### src/rtl/ctrl_pipe.sv
// ctrl_pipe: carries the decoder control bundle through EX, MEM and WB,
// decodes per-stage strobes, detects load-use stalls and counts retires/bubbles.
module ctrl_pipe #(
    parameter int CNT_W = 32
) (
    input  logic             clk_i,
    input  logic             rst_i,
    input  logic             flush_i,
    input  logic             id_valid_i,
    input  logic [1:0]       id_alu_op_i,
    input  logic             id_alu_src_i,
    input  logic [1:0]       id_mem_i,
    input  logic             id_wb_i,
    input  logic [4:0]       id_rs1_i,
    input  logic [4:0]       id_rs2_i,
    input  logic             id_rs2_used_i,
    input  logic [4:0]       id_rd_i,
    output logic             hazard_stall_o,
    output logic             ex_valid_o,
    output logic [1:0]       ex_alu_op_o,
    output logic             ex_alu_src_o,
    output logic [4:0]       ex_rd_o,
    output logic             mem_read_o,
    output logic             mem_write_o,
    output logic             mem_reg_write_o,
    output logic [4:0]       mem_rd_o,
    output logic             wb_reg_write_o,
    output logic             wb_mem_to_reg_o,
    output logic [4:0]       wb_rd_o,
    output logic [CNT_W-1:0] retire_cnt_o,
    output logic [CNT_W-1:0] bubble_cnt_o
);

    typedef struct packed {
        logic       valid;
        logic [1:0] alu_op;
        logic       alu_src;
        logic [1:0] mem;
        logic       wb;
        logic [4:0] rd;
    } ex_t;

    typedef struct packed {
        logic       valid;
        logic [1:0] mem;
        logic       wb;
        logic [4:0] rd;
    } mw_t;

    localparam logic [1:0] MEM_LOAD  = 2'b01;
    localparam logic [1:0] MEM_STORE = 2'b10;

    ex_t id_bundle;
    ex_t ex_d;
    ex_t ex_q;
    mw_t mem_d;
    mw_t mem_q;
    mw_t wb_d;
    mw_t wb_q;

    logic [CNT_W-1:0] retire_cnt_d;
    logic [CNT_W-1:0] retire_cnt_q;
    logic [CNT_W-1:0] bubble_cnt_d;
    logic [CNT_W-1:0] bubble_cnt_q;

    logic load_in_ex;
    logic src_match;
    logic hazard;

    // Gather the decoder outputs into the EX bundle layout
    always_comb begin
        id_bundle         = '0;
        id_bundle.valid   = id_valid_i;
        id_bundle.alu_op  = id_alu_op_i;
        id_bundle.alu_src = id_alu_src_i;
        id_bundle.mem     = id_mem_i;
        id_bundle.wb      = id_wb_i;
        id_bundle.rd      = id_rd_i;
    end

    // Load-use check; a flushed consumer is squashed anyway, so no stall
    always_comb begin
        load_in_ex = ex_q.valid
                   && (ex_q.mem == MEM_LOAD)
                   && (ex_q.rd != 5'd0);
        src_match  = (id_rs1_i == ex_q.rd)
                   || (id_rs2_used_i && (id_rs2_i == ex_q.rd));
        hazard     = id_valid_i && load_in_ex && src_match && !flush_i;
    end

    // Advance every stage; EX takes a zeroed bubble on stall, flush or empty ID
    always_comb begin
        ex_d = id_bundle;
        if (hazard || flush_i || !id_valid_i) begin
            ex_d = '0;
        end

        mem_d       = '0;
        mem_d.valid = ex_q.valid;
        mem_d.mem   = ex_q.mem;
        mem_d.wb    = ex_q.wb;
        mem_d.rd    = ex_q.rd;

        wb_d = mem_q;

        retire_cnt_d = retire_cnt_q;
        if (wb_q.valid) begin
            retire_cnt_d = retire_cnt_q + CNT_W'(1);
        end

        bubble_cnt_d = bubble_cnt_q;
        if (hazard) begin
            bubble_cnt_d = bubble_cnt_q + CNT_W'(1);
        end
    end

    // Stage registers and counters with synchronous active-low reset
    always_ff @(posedge clk_i) begin
        if (!rst_i) begin
            ex_q         <= '0;
            mem_q        <= '0;
            wb_q         <= '0;
            retire_cnt_q <= '0;
            bubble_cnt_q <= '0;
        end else begin
            ex_q         <= ex_d;
            mem_q        <= mem_d;
            wb_q         <= wb_d;
            retire_cnt_q <= retire_cnt_d;
            bubble_cnt_q <= bubble_cnt_d;
        end
    end

    assign hazard_stall_o  = hazard;

    assign ex_valid_o      = ex_q.valid;
    assign ex_alu_op_o     = ex_q.alu_op;
    assign ex_alu_src_o    = ex_q.alu_src;
    assign ex_rd_o         = ex_q.rd;

    assign mem_read_o      = mem_q.valid && (mem_q.mem == MEM_LOAD);
    assign mem_write_o     = mem_q.valid && (mem_q.mem == MEM_STORE);
    assign mem_reg_write_o = mem_q.valid && mem_q.wb && (mem_q.rd != 5'd0);
    assign mem_rd_o        = mem_q.rd;

    assign wb_reg_write_o  = wb_q.valid && wb_q.wb && (wb_q.rd != 5'd0);
    assign wb_mem_to_reg_o = wb_q.valid && (wb_q.mem == MEM_LOAD);
    assign wb_rd_o         = wb_q.rd;

    assign retire_cnt_o    = retire_cnt_q;
    assign bubble_cnt_o    = bubble_cnt_q;

endmodule

### config.mk
export PLATFORM = sky130hd
export DESIGN_NAME = ctrl_pipe
export DESIGN_NICKNAME = d
export VERILOG_FILES = /design/src/rtl/ctrl_pipe.sv
export SDC_FILE = /design/constraint.sdc
export NUM_CORES = 1
export LEC_CHECK = 0
export ABC_AREA = 1
export BUFFER_PORTS_ARGS = -buffer_cell sky130_fd_sc_hd__buf_2
export CAP_MARGIN = 15
export CELL_PAD_IN_SITES_DETAIL_PLACEMENT = 1
export CELL_PAD_IN_SITES_GLOBAL_PLACEMENT = 1
export CORE_ASPECT_RATIO = 0.6
export CORE_MARGIN = 2
export CORE_UTILIZATION = 40
export DETAILED_ROUTE_END_ITERATION = 6
export PLACE_DENSITY_LB_ADDON = 0.1
export SLEW_MARGIN = 10
export SYNTH_ARGS = -nofsm -noshare
export SYNTH_HDL_FRONTEND = slang
export SYNTH_SLANG_ARGS = --single-unit
### constraint.sdc
create_clock -name clk_i -period 2.3 [get_ports clk_i]
set_input_delay 0.115 -clock clk_i [delete_from_list [all_inputs] [get_ports clk_i]]
set_output_delay 0.115 -clock clk_i [all_outputs]
set_load 0.005 [all_outputs]
==> summary.md <==
| Metric | Value |
|---|---|
| Status | `finished clean` |
| Netlist Area Pre-Place | `0.00498 sq mm` |
| CP delay by family, top | `simple AND/OR/NAND/NOR gates` |
| Ports | `115` |
| Post-synth EDFFs | `0` |
| Die Span Y | `90.4 microns` |
| Hold Vio Cnt, Final | `0` |
| Synth top area share | `0.378` |
| Crit. End Element | `primary output` |
| Die X | `148 microns` |
| CTS tree | `built` |
| Starting Density | `0.412` |
| Post-route clock period utilization | `0.915` |
| Area leader, netlist | `dfxtp_1` |
| Vias in the first global route | `5,286` |
| Pwr Density | `554 mW/mm^2` |
| Synth cell count leaders | `nand2_1, nor2_1, inv_1, dfxtp_1, nand3_1` |
| Pin count of the biggest net entering global routing | `39` |
| Maximum clock frequency | `475 MHz` |
| Grt ovf | `0` |
| Clock skew | `0.0101 ns` |
| Initial antenna violation count | `0` |
| Clock slew at reported path FFs | `0.08 ns` |
| CP arrival | `1.99 ns` |
| # diodes | `0` |
| Die area | `0.0134 sq mm` |
| Top-count cell post-synth | `nand2_1` |
| Root Buffer Master | `clkbuf_16` |
| FFs w/ async S/R, synth | `0` |
| Drt drc | `0` |
| Post-synthesis sequential area ratio | `0.378` |
| Number of synthesized register bits | `94` |
| Synthesized Nets | `814` |
| CP Launch Type | `flip-flop` |
| Via density per instance | `5.03` |
| Fin util | `0.495` |
| Synth unique cells | `36` |
| YS warnings | `0` |
| Reg2reg setup slack | `0.34 ns` |
| First-pass GRT wire length | `27,500 microns` |
| Multi-input gate area | `0.00246 sq mm` |
| Post-route setup TNS | `0 ns` |
| CP cell instances | `inv_2, nand2_1, nand2_1, nor2_1, nand3_2, nand2_2, nand3_1, buf_4, inv_1, buf_2` |
| Final antenna-violating net count | `0` |
| Clock insertion delay at the later pin of the skew report | `0.35 ns` |
| Share of layout cells above drive strength 1 | `0.170` |
| Setup violations, final | `0` |
| Pre-antenna DRT Iters | `5` |
| Global placement routability congestion | `0.888` |
| Total track usage | `0.257` |
| Net count, final | `921` |
| Unrepaired setup endpoints after global routing | `false` |
| Worst slew margin | `0.598` |
| Register area | `0.00188 sq mm` |
| Core area | `0.0121 sq mm` |
| Slowest stage delay, CP | `0.43 ns` |
| Max_cap viols | `0` |
| Most frequent CP cell | `nand2_1` |
| Row count | `31` |
| Critical path data required time | `2.18 ns` |
| Max VDD drop | `0.354 mV` |
| Overall via count from detail_route | `5,342` |
| Leak | `0.00283 uW` |
| Kind of path behind the tightest hold check | `in2reg` |
| Num CTS Buffers | `9` |
| 1st-iter DRT viols | `365` |
| Routed WL | `16,900 microns` |
| Crit-path max FO | `13` |
| Syn Area/Cell | `6.34 sq um` |
| CP Class | `reg2out` |
| Area Growth Syn to Fin | `20.1%` |
| Worst path buffer plus inverter count | `4` |
| Fill count | `1,712` |
| CTS H-tree lvls | `3` |
| Top cells by area, synth | `dfxtp_1, nand2_1, nor2_1, inv_1, nand3_1` |
| IO buf count | `114` |
| WL/cell | `15.9 microns` |
| Worst-Margin Slew | `0.601 ns` |
| Post-Syn Instances | `786` |
| Clock sink count | `94` |
| Max-slew violations | `0` |
| DP Wirelength | `12,900 microns` |
| Critical path's slowest cell | `dfxtp_1` |
| Top_reg_cell synth | `dfxtp_1` |
| Tmin final | `2.10 ns` |
| Clk buf depth | `2` |
[worst reg2reg max path, cell delays in order, from the launching register on]
cell     delay, ns
dfxtp_1       0.47
ha_1          0.25
inv_1         0.05
nor2_1        0.24
inv_1         0.13
nor3_1        0.19
nand2_1       0.12
nor2_1        0.16
nand3_1       0.11
nand2_1       0.09
nor2_1        0.04
[layer usage]
| metal | track usage | share of wire | vias to the layer above |
|---|---|---|---|
| met5 | 0 | 0 | - |
| met4 | 0.0452 | 0.0078 | 0 |
| met3 | 0.0449 | 0.059 | 13 |
| met2 | 0.385 | 0.41 | 152 |
| met1 | 0.387 | 0.52 | 2554 |
| li1 | - | - | 2623 |
[cell families (layout without fill, tap and decap cells)]
kind of cell             Yosys count  after routing  synth area share
AO/OA/AOI/OAI                     52             52            0.0583
XOR/XNOR                          17             17            0.0299
adder cells (fa/ha/maj)            2              2           0.00502
buffers and inverters            145            257             0.128
flip-flops                        94             94             0.378
AND/OR/NAND/NOR                  476            476             0.401
[state kept, by name (all words and copies together) (netlist names), 2 cells and up]
signal,cells
ex_rd_o,5
ex_q,3
wb_rd_o,5
wb_q,4
mem_q,4
bubble_cnt_o,32
retire_cnt_o,32
mem_rd_o,5
ex_alu_op_o,2
[cell usage in the layout (no fill, tap or decap), types with 2 or more instances in the layout]
cell type / synthesis / layout
nand3_1: 50 / 50
nand2_2: 2 / 2
nor3_1: 15 / 15
buf_4: 17 / 6
nand3_2: 2 / 2
nor3b_1: 2 / 2
xnor2_1: 5 / 5
clkbuf_16: 0 / 9
o21a_1: 2 / 2
xor2_1: 12 / 12
nand3b_1: 10 / 10
clkinv_4: 0 / 2
or2_2: 2 / 2
nor2_1: 136 / 136
inv_8: 0 / 3
dlygate4sd3_1: 0 / 10
ha_1: 2 / 2
dfxtp_1: 94 / 94
nand4_1: 13 / 13
o311ai_0: 2 / 2
o21ai_0: 12 / 12
buf_2: 4 / 114
inv_1: 105 / 105
inv_2: 5 / 5
nand2_1: 235 / 235
a21oi_1: 31 / 31
o21bai_1: 2 / 2
or3_1: 2 / 2
nor2_2: 3 / 3
[area by class of cell]
type / instances / share of cell area
Multi-Input combinational cell: 547 / 0.412
Clock buffer: 9 / 0.0376
Tap cell: 165 / 0.0345
Clock inverter: 7 / 0.0125
Inverter: 111 / 0.0696
Sequential cell: 94 / 0.314
Timing Repair Buffer: 130 / 0.120
[final timing paths]
check	startpoint	to	cells after the start
worst min-delay path	id_mem_i[1]	ex_q[7]$_SDFF_PP0_	3
worst max-delay path	ex_rd_o[3]$_SDFF_PP0_	hazard_stall_o	10
worst min register to register	ex_q[7]$_SDFF_PP0_	mem_q[7]$_SDFF_PN0_	2
worst max register to register	bubble_cnt_o[0]$_SDFFE_PN0P_	bubble_cnt_o[20]$_SDFFE_PN0P_	10
[stage by stage]
stage	std cells	setup WS, ns	total power [uW]	instance area, sq um	hold slack (ns)
6_report	1063	0.196	3320	5980	0.00238
3_3_place_gp	1037	0.458	1810	5580	0.332
4_1_cts	1063	0.217	3350	5980	0.00189
3_5_place_dp	1037	0.391	1820	5580	0.340
5_1_grt	1063	0.0412	3420	5980	0.00745
2_1_floorplan	786	0.753	1760	4980	0.227
[power breakdown]
group	leakage, uW	switching [uW]	internal, uW	total, uW
Sequential	0.000759	10.7	1640	1650
Clock	0.000144	755	771	1530
Combinational	0.00193	89.6	55.4	145
[timing repair]
| item | CTS | global route |
|---|---|---|
| hold buffers | 10 | 0 |
| gates resized for setup | 0 | 0 |
| setup buffers | 0 | 0 |
| hold endpoints to repair | 10 | 0 |
Note: power is estimated with default switching activity, not from simulation.
